`config.mk`:
```
export PLATFORM = sky130hd
export DESIGN_NAME = serial_sub_ctrl
export DESIGN_NICKNAME = d
export VERILOG_FILES = /design/src/rtl/sub_pkg.sv /design/src/rtl/full_sub_cell.sv /design/src/rtl/serial_sub_ctrl.sv
export SDC_FILE = /design/constraint.sdc
export NUM_CORES = 1
export LEC_CHECK = 0
export ABC_AREA = 1
export ABC_CLOCK_PERIOD_IN_PS = 3740
export BUFFER_PORTS_ARGS = -buffer_cell sky130_fd_sc_hd__clkbuf_2
export CORE_UTILIZATION = 59
export DETAILED_ROUTE_END_ITERATION = 10
export GPL_TIMING_DRIVEN = 1
export HOLD_SLACK_MARGIN = 0.15
export MAX_ROUTING_LAYER = met4
export PLACE_DENSITY = 0.83
export SYNTH_ARGS = -nofsm -noshare
export SYNTH_HDL_FRONTEND = slang
export SYNTH_HIERARCHICAL = 1
export SYNTH_SLANG_ARGS = --single-unit
```
`constraint.sdc`:
```
create_clock -name clk -period 3.74 [get_ports clk]
set_input_delay 0.187 -clock clk [delete_from_list [all_inputs] [get_ports clk]]
set_output_delay 0.187 -clock clk [all_outputs]
set_load 0.01 [all_outputs]
```
`src/rtl/sub_pkg.sv`:
```
// Shared definitions for the bit-serial subtractor: FSM state encoding and default width.
package sub_pkg;

  localparam int unsigned DEF_WIDTH = 8;

  typedef enum logic [1:0] {
    IDLE  = 2'd0,
    SHIFT = 2'd1,
    DONE  = 2'd2
  } state_e;

endpackage

```
`src/rtl/full_sub_cell.sv`:
```
// One-bit full subtractor built as two cascaded half-subtractor stages with OR-ed borrows.
module full_sub_cell (
  input  logic a,
  input  logic b,
  input  logic bin,
  output logic d,
  output logic bout
);

  logic hs1_d;
  logic hs1_b;
  logic hs2_b;

  // first stage: a - b
  assign hs1_d = a ^ b;
  assign hs1_b = ~a & b;

  // second stage: (a - b) - bin
  assign d     = hs1_d ^ bin;
  assign hs2_b = ~hs1_d & bin;

  assign bout  = hs1_b | hs2_b;

endmodule

```
`src/rtl/serial_sub_ctrl.sv`:
```
// Sequencer that computes a - b LSB-first through a single full_sub_cell,
// holding the difference and final borrow until the next completion.
module serial_sub_ctrl
  import sub_pkg::*;
#(
  parameter int unsigned WIDTH = DEF_WIDTH
) (
  input  logic             clk,
  input  logic             rst,
  input  logic             start,
  input  logic [WIDTH-1:0] a,
  input  logic [WIDTH-1:0] b,
  output logic             busy,
  output logic             done,
  output logic [WIDTH-1:0] diff,
  output logic             borrow
);

  localparam int unsigned CW = (WIDTH > 1) ? $clog2(WIDTH) : 1;
  localparam logic [CW-1:0] LAST_CNT = CW'(WIDTH - 1);

  state_e           state;
  state_e           next_state;
  logic [CW-1:0]    cnt;
  logic [WIDTH-1:0] a_sr;
  logic [WIDTH-1:0] b_sr;
  logic [WIDTH-1:0] res_sr;
  logic             bflop;
  logic             cell_d;
  logic             cell_bout;
  logic             last_bit;

  full_sub_cell u_cell (
    .a    (a_sr[0]),
    .b    (b_sr[0]),
    .bin  (bflop),
    .d    (cell_d),
    .bout (cell_bout)
  );

  assign last_bit = (cnt == LAST_CNT);

  // state register
  always_ff @(posedge clk) begin
    if (rst) begin
      state <= IDLE;
    end else begin
      state <= next_state;
    end
  end

  // next-state logic; start is only honoured in IDLE
  always_comb begin
    next_state = state;
    case (state)
      IDLE:    if (start) next_state = SHIFT;
      SHIFT:   if (last_bit) next_state = DONE;
      DONE:    next_state = IDLE;
      default: next_state = IDLE;
    endcase
  end

  // status flags registered from the upcoming state
  always_ff @(posedge clk) begin
    if (rst) begin
      busy <= 1'b0;
      done <= 1'b0;
    end else begin
      busy <= (next_state == SHIFT);
      done <= (next_state == DONE);
    end
  end

  // operand shifters, borrow flop, counter and partial result
  always_ff @(posedge clk) begin
    if (rst) begin
      a_sr   <= '0;
      b_sr   <= '0;
      res_sr <= '0;
      bflop  <= 1'b0;
      cnt    <= '0;
    end else if (state == IDLE) begin
      if (start) begin
        a_sr   <= a;
        b_sr   <= b;
        res_sr <= '0;
        bflop  <= 1'b0;
        cnt    <= '0;
      end
    end else if (state == SHIFT) begin
      a_sr   <= a_sr >> 1;
      b_sr   <= b_sr >> 1;
      res_sr <= {cell_d, res_sr[WIDTH-1:1]};
      bflop  <= cell_bout;
      // counter parks on the last index so it never wraps mid-operation
      if (!last_bit) begin
        cnt <= CW'(cnt + 1'b1);
      end
    end
  end

  // visible result changes only on the completion edge
  always_ff @(posedge clk) begin
    if (rst) begin
      diff   <= '0;
      borrow <= 1'b0;
    end else if (state == SHIFT && last_bit) begin
      diff   <= {cell_d, res_sr[WIDTH-1:1]};
      borrow <= cell_bout;
    end
  end

endmodule

```
# Yosys cells after proc, flatten, opt, wreduce, memory -nomap -nowiden
# Cells that the tools add are included.
[word_totals]
elab_cells = 48
output_inout_bits = 11
input_bits = 19
register_bits = 41
[op_classes]
n_mux = 19
n_reduce_logical = 5
eq_ne = 6
bitwise = 7
addsub = 1
[op_table]
columns = ["cell", "n"]
rows = [
  ["8-bit two-way mux", 9],
  ["3-bit two-way mux", 4],
  ["2-bit by 1-bit equality test with 1-bit output, second input constant", 2],
  ["2-bit two-way mux", 2],
  ["2-bit case mux with 2 select lines", 1],
  ["3-bit by 1-bit adder with 3-bit output, second input constant", 1],
  ["3-bit equality test, second input constant", 1],
  ["1-bit two-way mux", 3],
  ["3-bit AND reduction", 1],
  ["1-bit bitwise AND", 2],
  ["2-bit equality test, second input constant", 1],
  ["2-bit logical NOT", 1],
  ["2-bit by 1-bit inequality test with 1-bit output, second input constant", 1],
  ["2-bit inequality test, second input constant", 1],
  ["1-bit inverter", 2],
  ["2-bit AND reduction", 1],
  ["2-bit nonzero test", 1],
  ["1-bit XOR", 2],
  ["1-bit logical AND", 1],
  ["1-bit bitwise OR", 1],
]

# Depth between registers and ports, before layout
# Gate-level depths: netlist (run 1).
[logic_depth]
depth_word = 6
mapped_depth = 6
mapped_depth_nobuf = 6

# Cells and area by module
# The synthesis (run 1) kept the hierarchy.
[modules_own_cells]
columns = ["mod", "area_per_inst_um2", "seq_area_each_um2", "cells_each", "n_inst"]
rows = [
  ["serial_sub_ctrl", 1751.7, 800.8, 240, 1],
  ["full_sub_cell", 31.3, 0.0, 4, 1],
]

# Worst setup path after synthesis (run 1)
# No wires, ideal clock.
[synth_timing]
kind = "register to register"
startpoint = "register cnt[0]"
endpoint = "register cnt[0]"
required_ns = 3.623
path_buffers = 0
setup_time_ns = 0.117
stages_incl_launch_ff = 6
t_arrival_ns = 1.090
setup_slack_ns = 2.533
period_less_slack_ns = 1.207
cell_sequence = "dfxtp_1 ha_1 ha_1 nand3b_1 a21boi_0 nor2_1"
[synth_between]
elab_chain_cells = 4
elab_cells_between_ends = 7
cone_classes = "add/sub: 1; eq/ne: 2; mux: 3; reduce/logical: 1"
[synth_lines]
columns = ["item", "line", "rtl"]
rows = [
  ["start, declared", "serial_sub_ctrl.sv:24", "logic [CW-1:0] cnt;"],
  ["start signal, assigned", "serial_sub_ctrl.sv:97", "cnt <= CW'(cnt + 1'b1);"],
  ["3-bit by 1-bit adder with 3-bit output", "serial_sub_ctrl.sv:97", ""],
  ["3-bit two-way mux", "serial_sub_ctrl.sv:96", "if (!last_bit) begin"],
  ["3-bit two-way mux", "serial_sub_ctrl.sv:90", "end else if (state == SHIFT) begin"],
  ["3-bit two-way mux", "serial_sub_ctrl.sv:82", "end else if (state == IDLE) begin"],
]
# Parallel ways exist; a longest one is shown, timed or not. The select of a mux whose other input is x is not followed.
# A chain may end at the register's enable or synchronous reset.

# Worst setup path after layout (run 1)
[layout_timing]
startpoint = "register state[0]"
endpoint = "register a_sr[1]"
[layout_between]
elab_chain_cells = 3
elab_cells_between_ends = 6
cone_classes = "eq/ne: 2; mux: 1; reduce/logical: 3"
[layout_lines]
columns = ["item", "line", "rtl"]
rows = [
  ["start, declared", "serial_sub_ctrl.sv:22", "state_e state;"],
  ["start signal, assigned", "serial_sub_ctrl.sv:48", "state <= next_state;"],
  ["2-bit by 1-bit equality test with 1-bit output / 2-bit logical NOT (equally long branches)", "serial_sub_ctrl.sv:90, serial_sub_ctrl.sv:82", ""],
  ["2-bit nonzero test (no source line) / 2-bit inequality test (equally long branches)", "--", ""],
  ["2-bit AND reduction (no source line)", "--", ""],
  ["end signal, assigned", "serial_sub_ctrl.sv:91", "a_sr <= a_sr >> 1;"],
  ["end, declared", "serial_sub_ctrl.sv:25", "logic [WIDTH-1:0] a_sr;"],
]
# Parallel ways exist; a longest one is shown, timed or not.

==> results.cfg, run 1 <==
[routing]
postRouteAntennaNets = 0
avgRoutedWirePerCell_microns = 9.99
drc = 5
vias_per_cell = 4.92
drtIter0Drc = 52
first_pass_iters = 7
routed-via-count = 1515
wl_microns = 3080

[sta]
tns_ns = 0
setup_viol = 0
clock_skew_ns = 0.0100
rsz0062_at_grt = false
max_freq_mhz = 659
worst_slack_ns = 2.22
relSlewSlack = 0.616
final_max_slew_viol_count = 0
hold_viol = 0
holdWs_ns = 0.158
finalCriticalPeriod_ns = 1.52
tightest_slew_ns = 0.575
post-route-period-util = 0.406

[clock_network]
clkSinkCount = 40
cts_setup_buffers = 0
clk_latency_ns = 0.34
cts_tree = done
clk_pin_slew_ns = 0.11
cts_buffer_depth = 2
numCtsBuffers = 5
h-tree-depth = 2
cts-root-buf = clkbuf_4

[logic_synthesis]
synthMuxAreaShare = 0
synthAdderAreaFrac = 0.0323
synthTopCellsByArea = dfxtp_1 (45%), nand2_1 (16%), nor2_1 (7.4%), inv_1 (4.4%), a21oi_1 (3.9%)
syn_nets = 267
synth-simple-area-share = 0.298
synth_top_area_frac = 0.449
async_reset_ff_frac = 0
synth_seq_cells = 40
synth_area_per_cell_sq_um = 7.31
synth_top_family_by_area = simple AND/OR/NAND/NOR gates
yosys.area.top_type = dfxtp_1
synth_edf_count = 0
synth_xor_area_frac = 0
synth_top_flop_cell = dfxtp_1
netlist_area_sq_um = 1780
ys_types = 23
yosysMostFrequentCell = nand2_1
syn_inst = 244
yosysWarnings = 6
netlist_top_cells_count = nand2_1 (78), dfxtp_1 (40), nor2_1 (35)
ys_seq_area_frac = 0.449
synth-compound-area-share = 0.128

[setup_path]
worstRegToRegCells = 5
crit_required_ns = 3.99
path_max_fanout = 27
r2r_end = a_sr[1]
end_kind = flip-flop
timing.rr.start = state[0]
worstPathArrival_ns = 1.76
worst_setup_path_start_kind = flip-flop
ff2ff_setup_slack_ns = 2.22
crit_type = reg2reg

[floorplan]
die-height_microns = 57.0
die_w_microns = 57.0
start_util = 0.636
ios = 30
dieArea_sq_um = 3250
rows = 19
core_area_sq_um = 2810

[global_routing]
gr-total-overflow = 0
grt_max_degree = 28
grt_pass1_vias = 1328
grt_first_pass_wirelength_microns = 5420
grt_antenna_before_repair = 0
grt_usage = 0.224

[power_and_ir_drop]
max-vdd-ir-drop_mv = 0.344
p_switching_w = 0.000214
clkPwrFrac = 0.328
pwr-share-seq = 0.540
p_leak_nw = 0.921
p_comb_frac = 0.132
p_int_w = 0.000628
swShare = 0.254
total_power_w = 0.000842
power.density_nw_per_um2 = 416

[hold_path]
holdCritPathClass = in2reg
worstHoldEndpoint = a_sr[4]
holdPathStages = 5
holdCritStartpoint = a[4]

[place]
io_buffers = 29
postPlaceCellArea_sq_um = 1900
post-place-ws_ns = 2.23
place_congestion = 0.765
hpwlAfterDp_microns = 1980

[final_layout]
fin_nets = 299
antenna_cells = 0
areaGrowthSynthToFinish_pct = 13.5
drive_gt1_frac = 0.209
postLayoutCellArea_sq_um = 2020

[status]
status = finished, violations left
failed_checks = DRC

[run]
drv_cap = 0
[power groups by stage]
stage                     sequential (W)  combinational (W)  clock (W)
final                           0.000454           0.000111   0.000276
after global routing            0.000457           0.000128   0.000303
after CTS                       0.000454           0.000111   0.000283
after detailed placement        0.000464           0.000105          0
after global placement          0.000464           0.000104          0
after floorplan                 0.000463          0.0000898          0
[per-stage QoR]
step,std cells,util
after detailed placement,295,0.676
after global routing,308,0.721
after floorplan,244,-
after CTS,308,0.721
after global placement,295,0.676
final,308,0.721
[registers in the layout, indices dropped and copies added, names as in the netlist]
signal and flops:
a_sr 8, b_sr 8, bflop 1, borrow 1
busy 1, cnt 3, diff 8, done 1
res_sr 7, state 2
[timing repair]
action | 4_1_cts | 5_1_grt
hold endpoints to repair | 5 | 0
gates resized for setup | 0 | 0
hold buffers | 5 | 0
[placed cells by master, fill, tap and decap left out, drive strengths merged]
cell and count:
a21boi 1, a21oi 20, buf 1, bufinv 1
clkbuf 35, clkinv 1, dfxtp 40, dlygate4sd3 5
fa 1, ha 3, inv 23, nand2 87
nand3 2, nand3b 1, nor2 37, nor3 1
o21ai 18
[cell type report]
cell class | count | area, sq um
multi-input combinational | 171 | 816
sequential | 40 | 801
clock buffer | 6 | 41.3
fill | 246 | 782
inverter | 23 | 88.8
timing repair buffer | 35 | 203
clock inverter | 2 | 35.0
tap | 31 | 38.8
[routing by layer]
layer	vias to the layer above	global-route usage	wire length (microns)
li1	817	-	-
met1	663	0.271	1520
met2	26	0.351	1390
met3	9	0.0499	87
met4	0	0.115	80
met5	-	-	0
[worst max-delay path, stage by stage, from the launching register on]
cell and delay [ns]:
dfxtp_1 0.41, o21ai_2 0.41, buf_4 0.38, nand2_1 0.10, nand2_1 0.07, nor2_1 0.05
[logic make-up (layout without fill, tap and decap cells)]
family          count (synthesis)  after routing
fa+ha+maj                       4              4
compound gates                 39             39
buf+inv                        33             66
flops                          40             40
simple gates                  128            128
[how the worst max path moves through the flow]
stage               slack [ns]     start      end
global route              2.08  state[0]   cnt[0]
detailed placement        2.23  state[0]  a_sr[1]
CTS                       2.22  state[0]  a_sr[1]
floorplan                 2.53    cnt[0]   cnt[0]
global placement          2.29  state[0]  a_sr[1]
finish                    2.22  state[0]  a_sr[1]
(Power assumes the default switching activity.)
==> inputs of run 2 (changes only) <==
--- a/config.mk
+++ b/config.mk
@@ -5,15 +5,15 @@
 export SDC_FILE = /design/constraint.sdc
 export NUM_CORES = 1
 export LEC_CHECK = 0
-export ABC_AREA = 1
-export ABC_CLOCK_PERIOD_IN_PS = 3740
+export ABC_AREA = 0
+export ABC_CLOCK_PERIOD_IN_PS = 1300
 export BUFFER_PORTS_ARGS = -buffer_cell sky130_fd_sc_hd__clkbuf_2
-export CORE_UTILIZATION = 59
+export CORE_UTILIZATION = 49
 export DETAILED_ROUTE_END_ITERATION = 10
 export GPL_TIMING_DRIVEN = 1
 export HOLD_SLACK_MARGIN = 0.15
 export MAX_ROUTING_LAYER = met4
-export PLACE_DENSITY = 0.83
+export PLACE_DENSITY = 0.74
 export SYNTH_ARGS = -nofsm -noshare
 export SYNTH_HDL_FRONTEND = slang
 export SYNTH_HIERARCHICAL = 1
==> constraint.sdc (replaced) <==
create_clock -name clk -period 1.3 [get_ports clk]
set_input_delay 0.065 -clock clk [delete_from_list [all_inputs] [get_ports clk]]
set_output_delay 0.065 -clock clk [all_outputs]
set_load 0.01 [all_outputs]
==> results.cfg, run 2 <==
[power_and_ir_drop]
p_leak_nw = 0.942
max-vdd-ir-drop_mv = 0.613
pwr-share-seq = 0.559
p_switching_w = 0.000661
p_comb_frac = 0.169
swShare = 0.281
p_int_w = 0.00170
power.density_nw_per_um2 = 1000
clkPwrFrac = 0.272

[setup_path]
path_max_fanout = 10
cp-endpoint = diff[0]
r2r_end = diff[0]
worstPathArrival_ns = 1.61
worstRegToRegCells = 7
end_kind = flip-flop
crit_required_ns = 1.58
worst_setup_path_start_kind = flip-flop
crit_start = cnt[0]
crit_type = reg2reg
ff2ff_setup_slack_ns = -0.03
timing.rr.start = cnt[0]

[global_routing]
grt_max_degree = 29
gr-total-overflow = 0
grt_usage = 0.235
grt_antenna_before_repair = 0
grt_pass1_vias = 1481
grt_first_pass_wirelength_microns = 6220

[sta]
tns_ns = -0.158
tightest_slew_ns = 0.310
clock_skew_ns = 0.0159
finalCriticalPeriod_ns = 1.33
max_freq_mhz = 753
relSlewSlack = 0.793
hold_viol = 0
final_max_slew_viol_count = 0
post-route-period-util = 1.02
rsz0062_at_grt = true
worst_slack_ns = -0.0275
holdWs_ns = 0.471
setup_viol = 9

[logic_synthesis]
synthTopCellsByArea = dfxtp_1 (46%), nand2_1 (7.2%), nand3_1 (6.9%), a21oi_1 (6.7%), a311oi_2 (5.2%)
netlist_area_sq_um = 1730
ys_types = 25
synth_top_flop_cell = dfxtp_1
yosysMostFrequentCell = dfxtp_1
async_reset_ff_frac = 0
netlist_top_cells_count = dfxtp_1 (40), nand2_1 (33), nand3_1 (24)
yosys.area.top_type = dfxtp_1
synth_edf_count = 0
synth_area_per_cell_sq_um = 8.61
ys_seq_area_frac = 0.463
syn_inst = 201
synth_seq_cells = 40
synth_top_area_frac = 0.463
syn_nets = 224
yosysWarnings = 6

[final_layout]
layout_common_cells = dfxtp_1 (36), nand2_1 (33), clkbuf_2 (29)
n_fill_cell = 287
final_common_cell = dfxtp_1
fin_nets = 284
final_util = 0.701
drive_gt1_frac = 0.313
finalNonFillerCells = 308
antenna_cells = 0
largest_registers = a_sr: 8 flops, b_sr: 8 flops, diff: 8 flops
areaGrowthSynthToFinish_pct = 36.2

[floorplan]
die-height_microns = 61.4
ios = 30
die_w_microns = 61.4
start_util = 0.515
dieArea_sq_um = 3770
core_area_sq_um = 3360
rows = 21

[routing]
drtIter0Drc = 84
avgRoutedWirePerCell_microns = 12.7
drc = 0
vias_per_cell = 5.33
routed-via-count = 1641
first_pass_iters = 4
postRouteAntennaNets = 0
wl_microns = 3900

[status]
status = finished, violations left
failed_checks = setup timing

[clock_network]
cts_buffer_depth = 2
cts_tree = done
clk_latency_ns = 0.36
numCtsBuffers = 5
clk_pin_slew_ns = 0.13
h-tree-depth = 2
cts-root-buf = clkbuf_4
clkSinkCount = 40

[place]
io_buffers = 29
dp.cells = 281
place_congestion = 0.730
hpwlAfterDp_microns = 2510

[run]
drv_cap = 0

[hold_path]
holdCritStartpoint = diff[3]
holdCritPathClass = reg2reg
run 2: cell type report:
cell class,count,area (sq um),area share
multi-input combinational,140,866,0.367
clock inverter,3,18.8,0.00797
clock buffer,5,37.5,0.0159
sequential,40,806,0.342
tap,46,57.6,0.0244
inverter,3,11.3,0.00478
timing repair buffer,71,559,0.237
run 2: stage by stage:
step | setup slack, ns | area (sq um) | total power (W)
3_3_place_gp | 0.00954 | 2090 | 0.00168
5_1_grt | -0.0700 | 2360 | 0.00246
4_1_cts | -0.0242 | 2340 | 0.00236
2_1_floorplan | 0.00252 | 1790 | 0.00157
6_report | -0.0275 | 2360 | 0.00236
3_5_place_dp | -0.00646 | 2090 | 0.00169
run 2: power by group through the flow:
| stage | Sequential (W) | Clock (W) | Combinational, W |
|---|---|---|---|
| after CTS | 0.00132 | 0.000656 | 0.000389 |
| final | 0.00132 | 0.000641 | 0.000398 |
| after floorplan | 0.00134 | 0 | 0.000233 |
| after global routing | 0.00133 | 0.000696 | 0.000438 |
| after detailed placement | 0.00134 | 0 | 0.000345 |
| after global placement | 0.00134 | 0 | 0.000338 |
run 2: how the worst min path moves through the flow:
stage	end	slack [ns]	cells after the start
floorplan	a_sr[7]	0.21	2
global placement	a_sr[7]	0.32	3
detailed placement	b_sr[5]	0.32	3
CTS	diff[3]	0.47	2
global route	borrow	0.49	2
finish	diff[3]	0.47	2
run 2: worst max-delay path, cell delays in order (launching register included):
cell      delay (ns)
dfxtp_2         0.36
ha_4            0.16
buf_4           0.13
ha_4            0.15
nand3b_1        0.13
buf_12          0.14
nand2_1         0.05
a21oi_1         0.13
run 2: layer usage:
| metal | vias up | share of wire | track usage |
|---|---|---|---|
| met5 | - | 0 | - |
| li1 | 823 | - | - |
| met4 | 0 | 0.036 | 0.133 |
| met2 | 37 | 0.49 | 0.377 |
| met3 | 15 | 0.037 | 0.0483 |
| met1 | 766 | 0.43 | 0.272 |
run 2: kinds of logic (layout without fill, tap and decap cells):
family	count (synthesis)	in the layout	share of synthesized area
fa+ha+maj	4	4	0.0333
compound gates	53	53	0.214
flops	40	40	0.463
buf+inv	21	82	0.0709
simple gates	83	83	0.219
run 2: repair_timing:
action                                  4_1_cts  5_1_grt
hold endpoints to repair                     21        0
hold buffers                                 18        0
pin swaps                                     1        1
setup buffers                                 1        0
endpoints found under the setup margin       10       25
resized for setup                             2        5
==> inputs of run 3 (changes only) <==
--- a/config.mk
+++ b/config.mk
@@ -6,14 +6,14 @@
 export NUM_CORES = 1
 export LEC_CHECK = 0
 export ABC_AREA = 0
-export ABC_CLOCK_PERIOD_IN_PS = 1300
+export ABC_CLOCK_PERIOD_IN_PS = 1600
 export BUFFER_PORTS_ARGS = -buffer_cell sky130_fd_sc_hd__clkbuf_2
-export CORE_UTILIZATION = 49
+export CORE_UTILIZATION = 58
 export DETAILED_ROUTE_END_ITERATION = 10
 export GPL_TIMING_DRIVEN = 1
 export HOLD_SLACK_MARGIN = 0.15
 export MAX_ROUTING_LAYER = met4
-export PLACE_DENSITY = 0.74
+export PLACE_DENSITY = 0.82
 export SYNTH_ARGS = -nofsm -noshare
 export SYNTH_HDL_FRONTEND = slang
 export SYNTH_HIERARCHICAL = 1
==> constraint.sdc (replaced) <==
create_clock -name clk -period 1.6 [get_ports clk]
set_input_delay 0.08 -clock clk [delete_from_list [all_inputs] [get_ports clk]]
set_output_delay 0.08 -clock clk [all_outputs]
set_load 0.01 [all_outputs]
==> results.cfg, run 3 (same netlist as run 2, synthesis figures left out) <==
[power_and_ir_drop]
max-vdd-ir-drop_mv = 0.875
p_int_w = 0.00141
p_leak_nw = 0.857
swShare = 0.257
clkPwrFrac = 0.294
p_switching_w = 0.000489
pwr-share-seq = 0.561
power.density_nw_per_um2 = 895
p_comb_frac = 0.144

[setup_path]
worstPathArrival_ns = 1.75
path_max_fanout = 28
crit_type = reg2reg
worst_setup_path_start_kind = flip-flop
end_kind = flip-flop
crit_required_ns = 1.85

[routing]
avgRoutedWirePerCell_microns = 14.2
wl_microns = 3920
routed-via-count = 1621
first_pass_iters = 5
drc = 0
postRouteAntennaNets = 0
vias_per_cell = 5.87
drtIter0Drc = 76

[final_layout]
areaGrowthSynthToFinish_pct = 22.8
antenna_cells = 0
drive_gt1_frac = 0.224
layout_common_cells = dfxtp_1 (40), nand2_1 (33), clkbuf_2 (29)
postLayoutCellArea_sq_um = 2130
final_common_cell = dfxtp_1
largest_registers = a_sr: 8 flops, b_sr: 8 flops, diff: 8 flops
finalNonFillerCells = 276
fin_nets = 268

[global_routing]
grt_max_degree = 29
grt_pass1_vias = 1461
grt_usage = 0.272
grt_antenna_before_repair = 0
gr-total-overflow = 0
busiest_layer = met2
use_met3 = 0.0507
grt_util_met2 = 0.439
grt_first_pass_wirelength_microns = 6520
groute.layer.met1.usage = 0.320

[floorplan]
die-height_microns = 56.6
die_w_microns = 56.6
rows = 19
ios = 30
start_util = 0.622
core_area_sq_um = 2780
dieArea_sq_um = 3210

[clock_network]
clkSinkCount = 40
cts_tree = done
clk_pin_slew_ns = 0.11
numCtsBuffers = 5
cts_buffer_depth = 2
cts-root-buf = clkbuf_4
h-tree-depth = 2
clk_latency_ns = 0.34

[place]
postPlaceCellArea_sq_um = 1880
io_buffers = 29
hpwlAfterDp_microns = 2500
dp.cells = 251
place_congestion = 0.749

[sta]
holdWs_ns = 0.267
tightest_slew_ns = 0.545
hold_viol = 0
final_max_slew_viol_count = 0
post-route-period-util = 0.938
setup_viol = 0
rsz0062_at_grt = false
relSlewSlack = 0.637
clock_skew_ns = 0.00605
tns_ns = 0
max_freq_mhz = 666
finalCriticalPeriod_ns = 1.50

[hold_path]
holdCritPathClass = in2reg

[run]
drv_cap = 0

[status]
status = complete, no violations
-- run 3: cell types whose count changed in the layout (fill, tap and decap cells not counted), moves of 3 or more --
cell | before | now
buf_4 | 19 | 8
buf_12 | 4 | 1
ha_1 | 0 | 3
dfxtp_2 | 4 | 0
dfxtp_1 | 36 | 40
ha_4 | 3 | 0
-- run 3: cell type report --
| cell class | count | area, sq um |
|---|---|---|
| Tap cell | 31 | 38.8 |
| Fill cell | 207 | 656 |
| Timing Repair Buffer | 55 | 395 |
| Multi-Input combinational cell | 140 | 815 |
| Inverter | 3 | 11.3 |
| Sequential cell | 40 | 801 |
| Clock buffer | 7 | 65.1 |
-- run 3: metrics by stage --
stage | utilization | worst slack [ns] | total power (W)
3_3_place_gp | 0.674 | 0.120 | 0.00131
2_1_floorplan | - | 0.114 | 0.00127
4_1_cts | 0.759 | 0.0311 | 0.00190
6_report | 0.764 | 0.0987 | 0.00190
3_5_place_dp | 0.674 | 0.0511 | 0.00132
5_1_grt | 0.764 | 0.0229 | 0.00199
-- run 3: path summary, 6_finish.rpt --
kind,startpoint,endpoint,slack (ns),cells past startpoint
worst max-delay path,state[0],b_sr[4],0.1,5
worst min-delay path,rst,busy,0.27,2
worst max register to register,state[0],b_sr[4],0.1,5
worst min register to register,diff[1],diff[1],0.46,2
-- run 3: routing by layer --
metal  vias to the layer above  wire length [microns]
met2                        46                   2030
met4                         0                    104
li1                        791                      -
met1                       772                   1650
met5                         -                      0
met3                        12                    142
-- run 3: worst max-delay path, stage by stage, from the launching register on --
cell	delay (ns)
dfxtp_1	0.43
buf_4	0.25
o21ba_1	0.20
buf_12	0.19
nor2_1	0.06
a311oi_1	0.27
-- run 3: timing repair --
action	in CTS	in global routing
setup buffers	0	1
endpoints found under the hold margin	16	0
setup endpoints to repair	0	4
gates resized for setup	0	2
hold buffers	17	0
-- run 3: power groups by stage --
stage                     clock network, W  logic (W)  registers, W
after floorplan                          0   0.000187       0.00108
after global placement                   0   0.000223       0.00109
after detailed placement                 0   0.000234       0.00109
after CTS                         0.000565   0.000270       0.00107
after global routing              0.000617   0.000302       0.00107
final                             0.000560   0.000275       0.00107
